[src/rtl/alu_operand_stage.sv]
// Issue stage in front of the 16-bit ALU: register file with writeback bypass,
// destination scoreboard for RAW/WAW stalls, and the ALU input pipeline register.
module alu_operand_stage #(
  parameter int                DATA_W     = 16,
  parameter int                REG_ADDR_W = 4,
  parameter int                FUNC_W     = 4,
  parameter int                REM_REG    = 15,
  parameter logic [FUNC_W-1:0] DIV_FUNC   = 4'b0101
) (
  input  logic                  clk,
  input  logic                  rst,
  input  logic                  in_valid,
  output logic                  in_ready,
  input  logic [FUNC_W-1:0]     in_func,
  input  logic [REG_ADDR_W-1:0] in_rs,
  input  logic [REG_ADDR_W-1:0] in_rt,
  input  logic [REG_ADDR_W-1:0] in_rd,
  input  logic                  in_imm_en,
  input  logic [DATA_W-1:0]     in_imm,
  input  logic                  wb_en,
  input  logic [REG_ADDR_W-1:0] wb_addr,
  input  logic [DATA_W-1:0]     wb_data,
  input  logic                  wb_rem_en,
  input  logic [DATA_W-1:0]     wb_rem,
  output logic                  out_valid,
  input  logic                  out_ready,
  output logic [DATA_W-1:0]     out_a,
  output logic [DATA_W-1:0]     out_b,
  output logic [FUNC_W-1:0]     out_func,
  output logic [REG_ADDR_W-1:0] out_rd
);

  localparam int                    NREG     = 1 << REG_ADDR_W;
  localparam logic [REG_ADDR_W-1:0] REM_ADDR = REG_ADDR_W'(REM_REG);

  typedef struct packed {
    logic [DATA_W-1:0]     a;
    logic [DATA_W-1:0]     b;
    logic [FUNC_W-1:0]     func;
    logic [REG_ADDR_W-1:0] rd;
  } issue_t;

  logic [DATA_W-1:0] regs [NREG];
  logic [NREG-1:0]   pend, pend_eff, clr_mask, set_mask;
  logic              is_div, haz, accept;
  logic [DATA_W-1:0] rd_a, rd_b;
  issue_t            issue_d, issue_q;
  logic              vld_q;

  assign is_div = (in_func == DIV_FUNC);

  // Bypass: same-cycle writeback is visible to the read; remainder beats ALU data on R15.
  assign rd_a = (wb_rem_en && in_rs == REM_ADDR) ? wb_rem :
                (wb_en && in_rs == wb_addr)      ? wb_data : regs[in_rs];
  assign rd_b = (wb_rem_en && in_rt == REM_ADDR) ? wb_rem :
                (wb_en && in_rt == wb_addr)      ? wb_data : regs[in_rt];

  always_comb begin
    clr_mask = '0;
    if (wb_en)     clr_mask[wb_addr]  = 1'b1;
    if (wb_rem_en) clr_mask[REM_ADDR] = 1'b1;
  end

  assign pend_eff = pend & ~clr_mask;

  assign haz = pend_eff[in_rs]
             | (!in_imm_en & pend_eff[in_rt])
             | pend_eff[in_rd]
             | (is_div & pend_eff[REM_ADDR]);

  assign in_ready = !haz && (!vld_q || out_ready);
  assign accept   = in_valid && in_ready;

  always_comb begin
    set_mask = '0;
    if (accept) begin
      set_mask[in_rd] = 1'b1;
      if (is_div) set_mask[REM_ADDR] = 1'b1;
    end
  end

  always_comb begin
    issue_d.a    = rd_a;
    issue_d.b    = in_imm_en ? in_imm : rd_b;
    issue_d.func = in_func;
    issue_d.rd   = in_rd;
  end

  // Remainder write is last so it wins a same-cycle collision on R15.
  always_ff @(posedge clk) begin
    if (rst) begin
      for (int i = 0; i < NREG; i++) regs[i] <= '0;
    end else begin
      if (wb_en)     regs[wb_addr]  <= wb_data;
      if (wb_rem_en) regs[REM_ADDR] <= wb_rem;
    end
  end

  // Set after clear: a new reservation survives a retiring writeback to the same reg.
  always_ff @(posedge clk) begin
    if (rst) pend <= '0;
    else     pend <= pend_eff | set_mask;
  end

  always_ff @(posedge clk) begin
    if (rst) begin
      vld_q   <= 1'b0;
      issue_q <= '0;
    end else if (accept) begin
      vld_q   <= 1'b1;
      issue_q <= issue_d;
    end else if (out_ready) begin
      vld_q   <= 1'b0;
    end
  end

  assign out_valid = vld_q;
  assign out_a     = issue_q.a;
  assign out_b     = issue_q.b;
  assign out_func  = issue_q.func;
  assign out_rd    = issue_q.rd;

endmodule

[config.mk]
export PLATFORM = sky130hd
export DESIGN_NAME = alu_operand_stage
export DESIGN_NICKNAME = d
export VERILOG_FILES = /design/src/rtl/alu_operand_stage.sv
export SDC_FILE = /design/constraint.sdc
export NUM_CORES = 1
export LEC_CHECK = 0
export BUFFER_PORTS_ARGS = -buffer_cell sky130_fd_sc_hd__buf_2
export CAP_MARGIN = 15
export CORE_UTILIZATION = 65
export DETAILED_ROUTE_END_ITERATION = 12
export PLACE_DENSITY = 0.9
export SLEW_MARGIN = 20
export SYNTH_ARGS = -nofsm -noshare
export SYNTH_HDL_FRONTEND = slang
export SYNTH_SLANG_ARGS = --single-unit
export TNS_END_PERCENT = 5
[constraint.sdc]
create_clock -name clk -period 3.6 [get_ports clk]
set_input_delay 0.18 -clock clk [delete_from_list [all_inputs] [get_ports clk]]
set_output_delay 0.18 -clock clk [all_outputs]
set_load 0.05 [all_outputs]
## After elaboration in Yosys (flattened, before gate mapping)

Memories as Yosys holds them, arrays and structs flattened. A register that Yosys moved wholly into a read port is not among the register bits.
Index checks and enable logic that the tools add are counted.

- Logic and storage cells: 71
- Input bits: 75
- Memories kept: 1
- Output and inout port bits: 42
- Bits in writable memories: 256
- Register bits: 41

- Bitwise logic cells: 12
- Multiplexer cells: 31
- Reduce and logical (&&, ||, !) cells: 12
- Eq/ne operators: 4
- Order comparisons: 6

Memories:

| name | depth | bits a word | read ports | clocked after Yosys merged registers in | wr ports | line | text |
|---|---|---|---|---|---|---|---|
| regs | 16 | 16 | 2 | 1 | 16 | 43 | `logic [DATA_W-1:0] regs [NREG];` |

Operators with widths:

| cell | number |
|---|---|
| two-way mux 16 bit | 7 |
| less-than comparator 4 x 5 -> 1 bit, second input constant | 4 |
| two-way mux 1 bit | 18 |
| AND 16 bit | 1 |
| inverter 16 bit | 1 |
| OR 16 bit | 1 |
| OR reduction 16 bit | 1 |
| binary-select mux 1 bit (select 4 bit) | 3 |
| demux 1 bit (select 4 bit) | 2 |
| equality test 4 bit, second input constant | 2 |
| >= comparator 4 x 1 -> 1 bit, second input constant | 2 |
| logical AND 1 bit | 6 |
| AND 1 bit | 4 |
| equality test 4 x 3 -> 1 bit, second input constant | 1 |
| equality test 4 bit | 1 |
| two-way mux 4 bit | 1 |
| OR 1 bit | 4 |
| logical NOT 1 bit | 3 |
| nonzero test 2 bit | 1 |
| logical OR 1 bit | 1 |
| inverter 1 bit | 1 |

## Depth between registers and ports, before layout

Gate-level depths: netlist of run 1.

- Depth after elaboration: 19
- Mapped depth: 12
- Mapped depth without buffers: 7

## Least setup slack after synthesis of run 1

No wires, ideal clock.

- Path type: input-to-reg
- Start: input in_rs[1]
- End: register, netlist name out_a[3]
- Path buffers: 3
- Setup time: 0.121 ns
- Cell stages on the path: 9
- Arrival time: 2.326 ns
- Required time: 3.479 ns
- Slack: 1.152 ns
- Path through: buf_2 buf_2 buf_1 mux4_2 mux4_2 nor2b_1 a211oi_1 nor3_1 mux2_4

- Longest elaborated chain between the ends: 8

RTL lines:

| item | line | text |
|---|---|---|
| start: declaration | 15 | `input logic [REG_ADDR_W-1:0] in_rs,` |
| binary-select mux 1 bit (select 4 bit) | 66 | `assign haz = pend_eff[in_rs]` |
| two-way mux 1 bit (not written as such) | 66 |  |
| OR 1 bit | 67 | `\| (!in_imm_en & pend_eff[in_rt])` |
| OR 1 bit | 68 | `\| pend_eff[in_rd]` |
| OR 1 bit | 69 | `\| (is_div & pend_eff[REM_ADDR]);` |
| logical NOT 1 bit | 71 | `assign in_ready = !haz && (!vld_q \|\| out_ready);` |
| logical AND 1 bit | 71 |  |
| logical AND 1 bit | 72 | `assign accept = in_valid && in_ready;` |

Parallel ways exist; a longest one is shown, timed or not. The select of a mux whose other input is x is not followed.
A chain may end at the register's enable or synchronous reset.

## Worst setup path after layout of run 1

- Start: input in_rt[1]
- End: output in_ready

- Longest elaborated chain between the ends: 8

RTL lines:

| item | line | text |
|---|---|---|
| start: declaration | 16 | `input logic [REG_ADDR_W-1:0] in_rt,` |
| binary-select mux 1 bit (select 4 bit) | 67 |  |
| two-way mux 1 bit (not written as such) | 67 |  |
| AND 1 bit | 67 |  |
| OR 1 bit | 67 |  |
| OR 1 bit | 68 |  |
| OR 1 bit | 69 |  |
| logical NOT 1 bit | 71 |  |
| logical AND 1 bit | 71 |  |
| end: declaration | 13 | `output logic in_ready,` |

Every way passes these cells. The select of a mux whose other input is x is not followed.

==> results.cfg, run 1 <==
[floorplan]
die_area_um2 = 28000
core_area_um2 = 26900
die_w_um = 167
ios = 117
num_rows = 60
initial_utilization_pct = 66.0
die_h_um = 167

[logic_synthesis]
synth-xor-area-share_pct = 0.346
synth_top_area_share_pct = 43.3
ys_seq_area_share_pct = 49.8
yosysMostFrequentCell = edfxtp_1
async_flop_share_pct = 0
synth_simple_gate_area_share_pct = 17.1
synthTopCellsByArea = edfxtp_1 43%, mux4_2 19%, and2_1 8.0%
synth.area.mux_share_pct = 21.7
synth_nets = 1432
synth_top_area_cell = edfxtp_1
synthCells = 1357
ys_types = 65
synth_commonest_cells = 256 x edfxtp_1, 228 x and2_1, 146 x mux4_2, 79 x clkbuf_1, 57 x dfxtp_1
synthFlopType = edfxtp_1
avgSynthCellArea_um2 = 13.1
synth_compound_area_share_pct = 7.23
synth_area_um2 = 17700
ys_ff_latch = 313
synth_top_family_by_area = multiplexers
synth_edf_count = 256
synthAdderAreaFrac_pct = 0
yosys_warnings = 0

[cells_and_area]
seqCellArea_um2 = 8830
nets = 1518
drive_gt1_share_pct = 27.2
fill_cells = 1547
fin_area_um2 = 19800
final_cells = 1809
multi_input_area_um2 = 8250
area_delta_synth_final_pct = 11.7

[drt]
drtAntennaViolNets = 0
vias = 13500
drc = 0
drt_wl_total_um = 54300
vias_per_cell = 7.48
drt_iter0_drc = 1966
wl_per_cell_um = 30.0
firstDrtPassIters = 6

[critical_path]
cp_data_required_time_ns = 3.42
cp_common_cell = buf_2
worstSetupStartpointType = input pin
cp_slowest_cell = buf_2
worstPathMaxFanout = 25
crit_path_end_kind = output port
path_cells = buf_2 -> inv_1 -> o2111a_1 -> or4_1 -> nand4_1 -> nor2_1 -> buf_2
cp.arrival_ns = 2.50
path_class = in -> out
crit_buf_inv = 3
cp_top_family = buffers and inverters
slowest_delay_ns = 0.58

[global_route]
antenna_found_initial = 2
grt_max_degree = 64
grt_pass1_wl_um = 81900
grt_pass1_vias = 13500
globalRouteOverflowTotal = 0
grt_usage_pct = 39.2

[run_status]
status = complete, no violations

[clocking]
htree_num_levels = 1
cts.clk_slew.worst_paths_ns = 0.06
cts_buffers = 31
cts_tree = built
clk_latency_ns = 0.61
cts-root-buf = clkbuf_16
cts_setup_buffers = 0
clock-sinks = 313
ctsLongestPathBuffers = 3

[place]
dp_cells = 1727
gp_congestion = 0.971
placed_area_um2 = 18500
hpwl_um = 34500
port_buffers = 116

[power]
peakVddDrop_v = 0.000384
powerDensity_nw_per_um2 = 460
p_leak_nw = 7.02
p_total_mw = 9.12

[sta]
final_hold_viol_count = 0
final_max_slew_viol_count = 0
rsz0062_at_grt = false
tns_ns = 0
slew_headroom_pct = 36.9
tightest_slew_ns = 0.946
fin_crit_ns = 2.68
finalClockSkew_ns = 0.0303
max_freq_mhz = 373
setup_viol = 0
fin_crit_sh_pct = 74.4

[flow_run]
max_cap_viol_count = 0

[worst_hold_path]
min_path_type = in -> reg
what timing repair did:
action,CTS,global route
endpoints found under the setup margin,0,0
endpoints found under the hold margin,23,0
hold buffers,24,0
resized for setup,0,0
power by group:
group	switching (mW)	leakage (nW)	internal (mW)
logic	0.877	3.58	0.583
clock network	1.45	0.509	1.94
registers	0.138	2.93	4.14
total	2.47	7.02	6.66
final timing paths:
kind	endpoint	start	depth (start not counted)	slack, ns
setup / recovery	in_ready	in_rt[1]	7	0.92
hold / removal	out_rd[0]	in_rd[0]	3	0.01
setup reg to reg	out_a[6]	regs[15][6]	6	1.15
hold reg to reg	out_func[3]	out_func[3]	2	0.48
cell usage in the layout, fill, tap and decap left out, types with 11 or more instances in the layout:
master           n
nand2_1         27
dlygate4sd3_1   24
or2_2           17
o221ai_1        11
a22o_1          16
o22ai_1         17
nor2_1          45
mux4_2         146
and2_1         228
nor2b_1         52
clkbuf_16       31
nand3_1         16
a21oi_1         15
a211oi_1        25
nor3_1          55
o21ai_0         37
o211ai_1        27
mux2_4          15
mux2i_1         31
edfxtp_1       256
dfxtp_1         57
nand4_1         20
buf_4           44
nand2b_1        25
buf_2          112
metrics by stage:
step           hold WS [ns]  util (%)  setup slack [ns]
5_1_grt              0.0208      73.7             0.830
3_5_place_dp          0.456      69.0             0.560
2_1_floorplan         0.328         -              1.15
6_report             0.0113      73.7             0.920
4_1_cts           0.0000594      73.7             0.969
3_3_place_gp          0.447      69.0             0.674
cell type report:
type | instances | area share [%]
multi-input cells | 901 | 41.6
clock buffers | 36 | 4.01
flip-flops and latches | 313 | 44.6
clock inverters | 21 | 1.22
inverters | 11 | 0.208
repair buffers | 185 | 6.21
diodes | 1 | 0.0126
well taps | 341 | 2.15
layer usage:
metal	vias up	global-route usage (%)	wire [µm]
met5	-	0	0
met4	0	20.7	3090
met2	1389	60.6	24800
met1	6464	50.6	18100
li1	5382	-	-
met3	293	11.6	8420
sequential cells by signal, summed over array words and instances (netlist names):
name / count
regs: 256
out_func: 4
out_rd: 4
out_b: 16
out_a: 16
pend: 16
out_valid: 1
logic make-up after synthesis:
| logic type | count (synthesis) |
|---|---|
| flip-flops | 313 |
| AND/OR/NAND/NOR | 519 |
| AO/OA/AOI/OAI | 180 |
| buffers and inverters | 143 |
| XOR/XNOR | 7 |
| multiplexers | 195 |
tightest hold or removal path, stage by stage:
cell and delay, ns:
buf_2 0.19, nand3_1 0.11, a21oi_1 0.06
Power figures use the tool's default switching activity.
==> inputs of run 2 (changes only) <==
CORE_UTILIZATION = 56   (was 65)
PLACE_DENSITY = 0.83   (was 0.9)
clock period = 2.4 ns   (was 3.6 ns; I/O delays follow)
==> run 2 against run 1 <==
Via count fell by 1.6%. Hold slack better by 0.0063 ns. Total power increased by 53%. Final cell count rose by 7.5%. Clock power rose by 55%. Worst setup slack lost 0.86 ns. Sequential cell count did not move.
==> results.cfg, run 2 (synthesis gave the netlist of run 1 again) <==
[critical_path]
cp.arrival_ns = 2.75
cp_slowest_cell = mux4_2
reg2reg_depth = 6
worstPathMaxFanout = 2
worstSetupStartpointType = flop
r2r-start = regs[15][1]
r2r_slack_ns = 0.06
path_cells = mux4_2 -> mux4_2 -> nor2b_1 -> a211oi_1 -> nor3_1 -> mux2_4
rr_endpoint = out_a[1]
crit_path_end_kind = flop
path_class = reg -> reg
cp_common_cell = mux4_2
critPathLaunch = regs[15][1]
crit_end = out_a[1]
cp_data_required_time_ns = 2.81
slowest_delay_ns = 0.51

[place]
hpwl_um = 36900
dp_cells = 1856
port_buffers = 116
gp_congestion = 0.940
pre_cts_ws_ns = -0.188

[drt]
drt_iter0_drc = 1929
firstDrtPassIters = 5
drt_wl_total_um = 52700
vias_per_cell = 6.85
drc = 0
vias = 13300
drtAntennaViolNets = 0
wl_per_cell_um = 27.1

[clocking]
cts-root-buf = clkbuf_16
clk_latency_ns = 0.54
cts_buffers = 35
cts_tree = built
cts_setup_buffers = 0
clock-sinks = 313
ctsLongestPathBuffers = 3
cts.clk_slew.worst_paths_ns = 0.05
htree_num_levels = 2

[cells_and_area]
area_delta_synth_final_pct = 16.6
final_core_util_pct = 66.9
final_common_cell = edfxtp_1
largest_reg_flops = 256
final_cells = 1945
top_register = regs
drive_gt1_share_pct = 31.6
nets = 1596
mostFrequentLayoutCells = 256 x edfxtp_1, 228 x and2_1, 146 x mux4_2

[sta]
final_max_slew_viol_count = 0
max_freq_mhz = 427
fin_crit_sh_pct = 97.6
slew_headroom_pct = 50.6
final_hold_viol_count = 0
finalClockSkew_ns = 0.0226
tightest_slew_ns = 0.740
layout_setup_ws_ns = 0.0564
setup_viol = 0
fin_crit_ns = 2.34
timing.hold.ws_ns = 0.0176

[power]
peakVddDrop_v = 0.000448
powerDensity_nw_per_um2 = 674
p_leak_nw = 7.45
p_total_mw = 13.9

[global_route]
grt_pass1_vias = 12900
grt_pass1_wl_um = 79700
grt_usage_pct = 32.6
globalRouteOverflowTotal = 0
antenna_found_initial = 4
grt_max_degree = 74

[floorplan]
die_w_um = 180
core_area_um2 = 30900
num_rows = 64
die_h_um = 180
die_area_um2 = 32400
initial_utilization_pct = 57.4
ios = 117

[flow_run]
max_cap_viol_count = 0

[run_status]
status = complete, no violations

[worst_hold_path]
min_path_type = in -> reg
run 2: cell count changes in the layout (fill, tap and decap cells not counted), sizes merged:
cell | before | now
clkinv | 15 | 14
inv | 11 | 12
clkinvlp | 1 | 2
buf | 161 | 234
clkbuf | 36 | 44
diode | 1 | 3
bufinv | 5 | 2
run 2: layer usage:
metal,share of wire [%],GRT usage (%)
met3,13,6.56
met1,37,45.3
met2,47,52.2
met4,2.7,9.31
met5,0.028,0
run 2: worst min-delay path by stage:
| stage | from | to | slack [ns] | cells past startpoint |
|---|---|---|---|---|
| after global routing | wb_rem[4] | regs[15][4] | 0.04 | 2 |
| after global placement | in_func[1] | out_func[1] | 0.39 | 3 |
| after detailed placement | in_func[3] | out_func[3] | 0.39 | 3 |
| final | in_rd[0] | out_rd[0] | 0.02 | 3 |
| after floorplan | in_func[0] | out_func[0] | 0.27 | 2 |
| after CTS | in_rd[0] | out_rd[0] | 0.009 | 3 |
run 2: power by group:
part	internal (mW)	switching, mW
logic	0.974	1.32
clock network	3.02	2.24
registers	6.20	0.195
total	10.2	3.75
run 2: metrics by stage:
step	TNS, ns	cell area (µm²)
after floorplan	0	17700
after global placement	-5.74	19300
after detailed placement	-6.91	19300
after CTS	0	20600
after global routing	-0.0224	20700
final	0	20700
run 2: critical path, delay by kind of cell, from the launching register on:
family	cells	cell delay, ns
muxes	3	1.28
DFF	1	0.41
AOI/OAI and AO/OA	1	0.29
and+or+nand+nor	2	0.26
run 2: cell type report:
class | instances | area [µm²]
clock inverters | 19 | 188
fillers | 2123 | 10200
diodes | 3 | 7.51
repair buffers | 259 | 1910
inverters | 11 | 41.3
multi-input cells | 901 | 8270
well taps | 396 | 495
clock buffers | 43 | 936
flip-flops and latches | 313 | 8830
run 2: what timing repair did:
action / in CTS / in global routing
resized for setup: 4 / 12
gates cloned: 0 / 0
endpoints found under the setup margin: 1 / 5
pin swaps: 0 / 2
hold buffers: 24 / 0
endpoints found under the hold margin: 24 / 0
==> inputs of run 3 (changes only) <==
ABC_AREA = 1   (was unset)
PLACE_DENSITY = unset   (was 0.83)
PLACE_DENSITY_LB_ADDON = 0.12   (was unset)
==> run 3 against run 2 <==
Final area about the same. First-iteration DRC count is 25% higher. Sequential share of layout area barely moved. Non-clock buffer count increased by 37. Combinational power increased by 7%. Worst setup slack improved by 0.077 ns. Hold slack better by 0.0032 ns. Fmax increased by 3.4%. Global-route usage rose by 6.9 points. Clock power down 3%. Clock-buffer cell count unchanged. Critical path type is now reg -> out. Largest cell class unchanged.
==> results.cfg, run 3 <==
[sta]
fin_crit_sh_pct = 94.4
final_max_slew_viol_count = 0
fin_crit_ns = 2.27
finalClockSkew_ns = 0.0269
layout_setup_ws_ns = 0.134
setup_viol = 0
final_hold_viol_count = 0
slew_headroom_pct = 52.3
tns_ns = 0
max_freq_mhz = 441
timing.hold.ws_ns = 0.0208
rsz0062_at_grt = false
tightest_slew_ns = 0.710

[cells_and_area]
top_register = regs
mostFrequentLayoutCells = 492 x nor2_1, 454 x nand2_1, 256 x edfxtp_1
drive_gt1_share_pct = 14.0
final_common_cell = nor2_1
nets = 2513
final_core_util_pct = 67.4
final_cells = 2858
fin_area_um2 = 20700
fill_cells = 2583
antenna_cells = 0
largest_reg_flops = 256
area_delta_synth_final_pct = 18.1

[critical_path]
crit_path_end_kind = output port
cp_data_required_time_ns = 2.28
cp.arrival_ns = 2.15
rr_endpoint = out_a[2]
r2r-start = pend[4]
critPathLaunch = pend[1]
worstPathMaxFanout = 3
reg2reg_depth = 12
path_class = reg -> out
worstSetupStartpointType = flop
r2r_slack_ns = 0.35
crit_end = in_ready

[logic_synthesis]
synthFlopType = edfxtp_1
yosysMostFrequentCell = nor2_1
synth_nets = 2343
synth_commonest_cells = 495 x nor2_1, 454 x nand2_1, 256 x edfxtp_1, 184 x nand3_1, 171 x o21ai_0
synth_top_area_cell = edfxtp_1
avgSynthCellArea_um2 = 7.72
ys_seq_area_share_pct = 50.4
ys_ff_latch = 313
ys_types = 32
yosys_warnings = 0
synth_edf_count = 256
synth_area_um2 = 17500
synthCells = 2268
async_flop_share_pct = 0
synth_top_area_share_pct = 43.9
synthTopCellsByArea = edfxtp_1 44%, nor2_1 11%, nand2_1 9.7%

[clocking]
cts_buffers = 35
htree_num_levels = 2
clk_latency_ns = 0.54
cts-root-buf = clkbuf_16
clock-sinks = 313
cts_tree = built
ctsLongestPathBuffers = 3
cts.clk_slew.worst_paths_ns = 0.06

[place]
dp_cells = 2767
hpwl_um = 43000
pre_cts_ws_ns = -0.232
gp_congestion = 0.965
placed_area_um2 = 19300
port_buffers = 116

[power]
p_leak_nw = 8.81
p_total_mw = 13.9
peakVddDrop_v = 0.000592
powerDensity_nw_per_um2 = 673

[worst_hold_path]
min_path_type = in -> reg

[floorplan]
core_area_um2 = 30700
die_w_um = 179
initial_utilization_pct = 57.1
ios = 117
die_area_um2 = 32000
die_h_um = 179
num_rows = 64

[drt]
drc = 0
drt_iter0_drc = 2417
firstDrtPassIters = 6
vias = 17600
vias_per_cell = 6.16
drtAntennaViolNets = 0
wl_per_cell_um = 22.1
drt_wl_total_um = 63100

[global_route]
grt_usage_pct = 39.4
grt_pass1_wl_um = 93500
antenna_found_initial = 0
globalRouteOverflowTotal = 0
grt_pass1_vias = 16400
grt_max_degree = 70

[run_status]
status = complete, no violations

[flow_run]
max_cap_viol_count = 0
## run 3: cell type report
cell class / instances / area, µm² / share of cell area, %
well taps: 396 / 495 / 2.40
repair buffers: 296 / 2220 / 10.8
flip-flops and latches: 313 / 8830 / 42.7
clock inverters: 18 / 130 / 0.629
multi-input cells: 1622 / 7440 / 36.0
clock buffers: 43 / 927 / 4.48
inverters: 170 / 638 / 3.09
## run 3: worst min-delay path by stage
stage	from	end	depth (start not counted)
5_1_grt	in_rd[1]	out_rd[1]	5
3_3_place_gp	wb_rem[2]	regs[15][2]	3
2_1_floorplan	wb_rem[0]	regs[15][0]	2
6_report	in_rd[2]	out_rd[2]	5
3_5_place_dp	wb_rem[2]	regs[15][2]	3
4_1_cts	in_rd[2]	out_rd[2]	5
## run 3: metal layers
| layer | track usage [%] | up-vias | wire length [µm] |
|---|---|---|---|
| li1 | - | 8000 | - |
| met3 | 7.08 | 230 | 7090 |
| met1 | 50.3 | 8141 | 22900 |
| met4 | 23.3 | 0 | 3870 |
| met2 | 62.7 | 1238 | 29200 |
| met5 | 0 | - | 0 |
## run 3: cell families (layout without fill, tap and decap cells)
kind of cell    Yosys count  count (layout)  synth area share, %
simple gates           1215            1215                 28.6
xor+xnor                  3               3                0.150
compound gates          404             404                 13.5
buf+inv                 333             527                 7.29
flops                   313             313                 50.4
## run 3: what timing repair did
item | in CTS | in global routing
endpoints found under the hold margin | 30 | 0
hold buffers | 30 | 0
buffers inserted | 0 | 0
gates resized for setup | 0 | 4
setup endpoints to repair | 0 | 27
## run 3: critical path, stage by stage (launching register included)
cell      delay [ns]
dfxtp_1         0.30
nand2_1         0.10
inv_1           0.06
nand2_1         0.06
nand2_1         0.05
nor2_1          0.10
buf_4           0.15
o21bai_1        0.06
nor2_1          0.15
nand3_2         0.15
buf_4           0.16
inv_1           0.05
clkbuf_4        0.22
## run 3: power by group
group | leakage, nW | switching (mW) | total (mW) | internal [mW]
Sequential | 2.93 | 0.167 | 6.38 | 6.21
Combinational | 5.37 | 1.73 | 2.45 | 0.719
Clock | 0.512 | 2.23 | 5.10 | 2.86
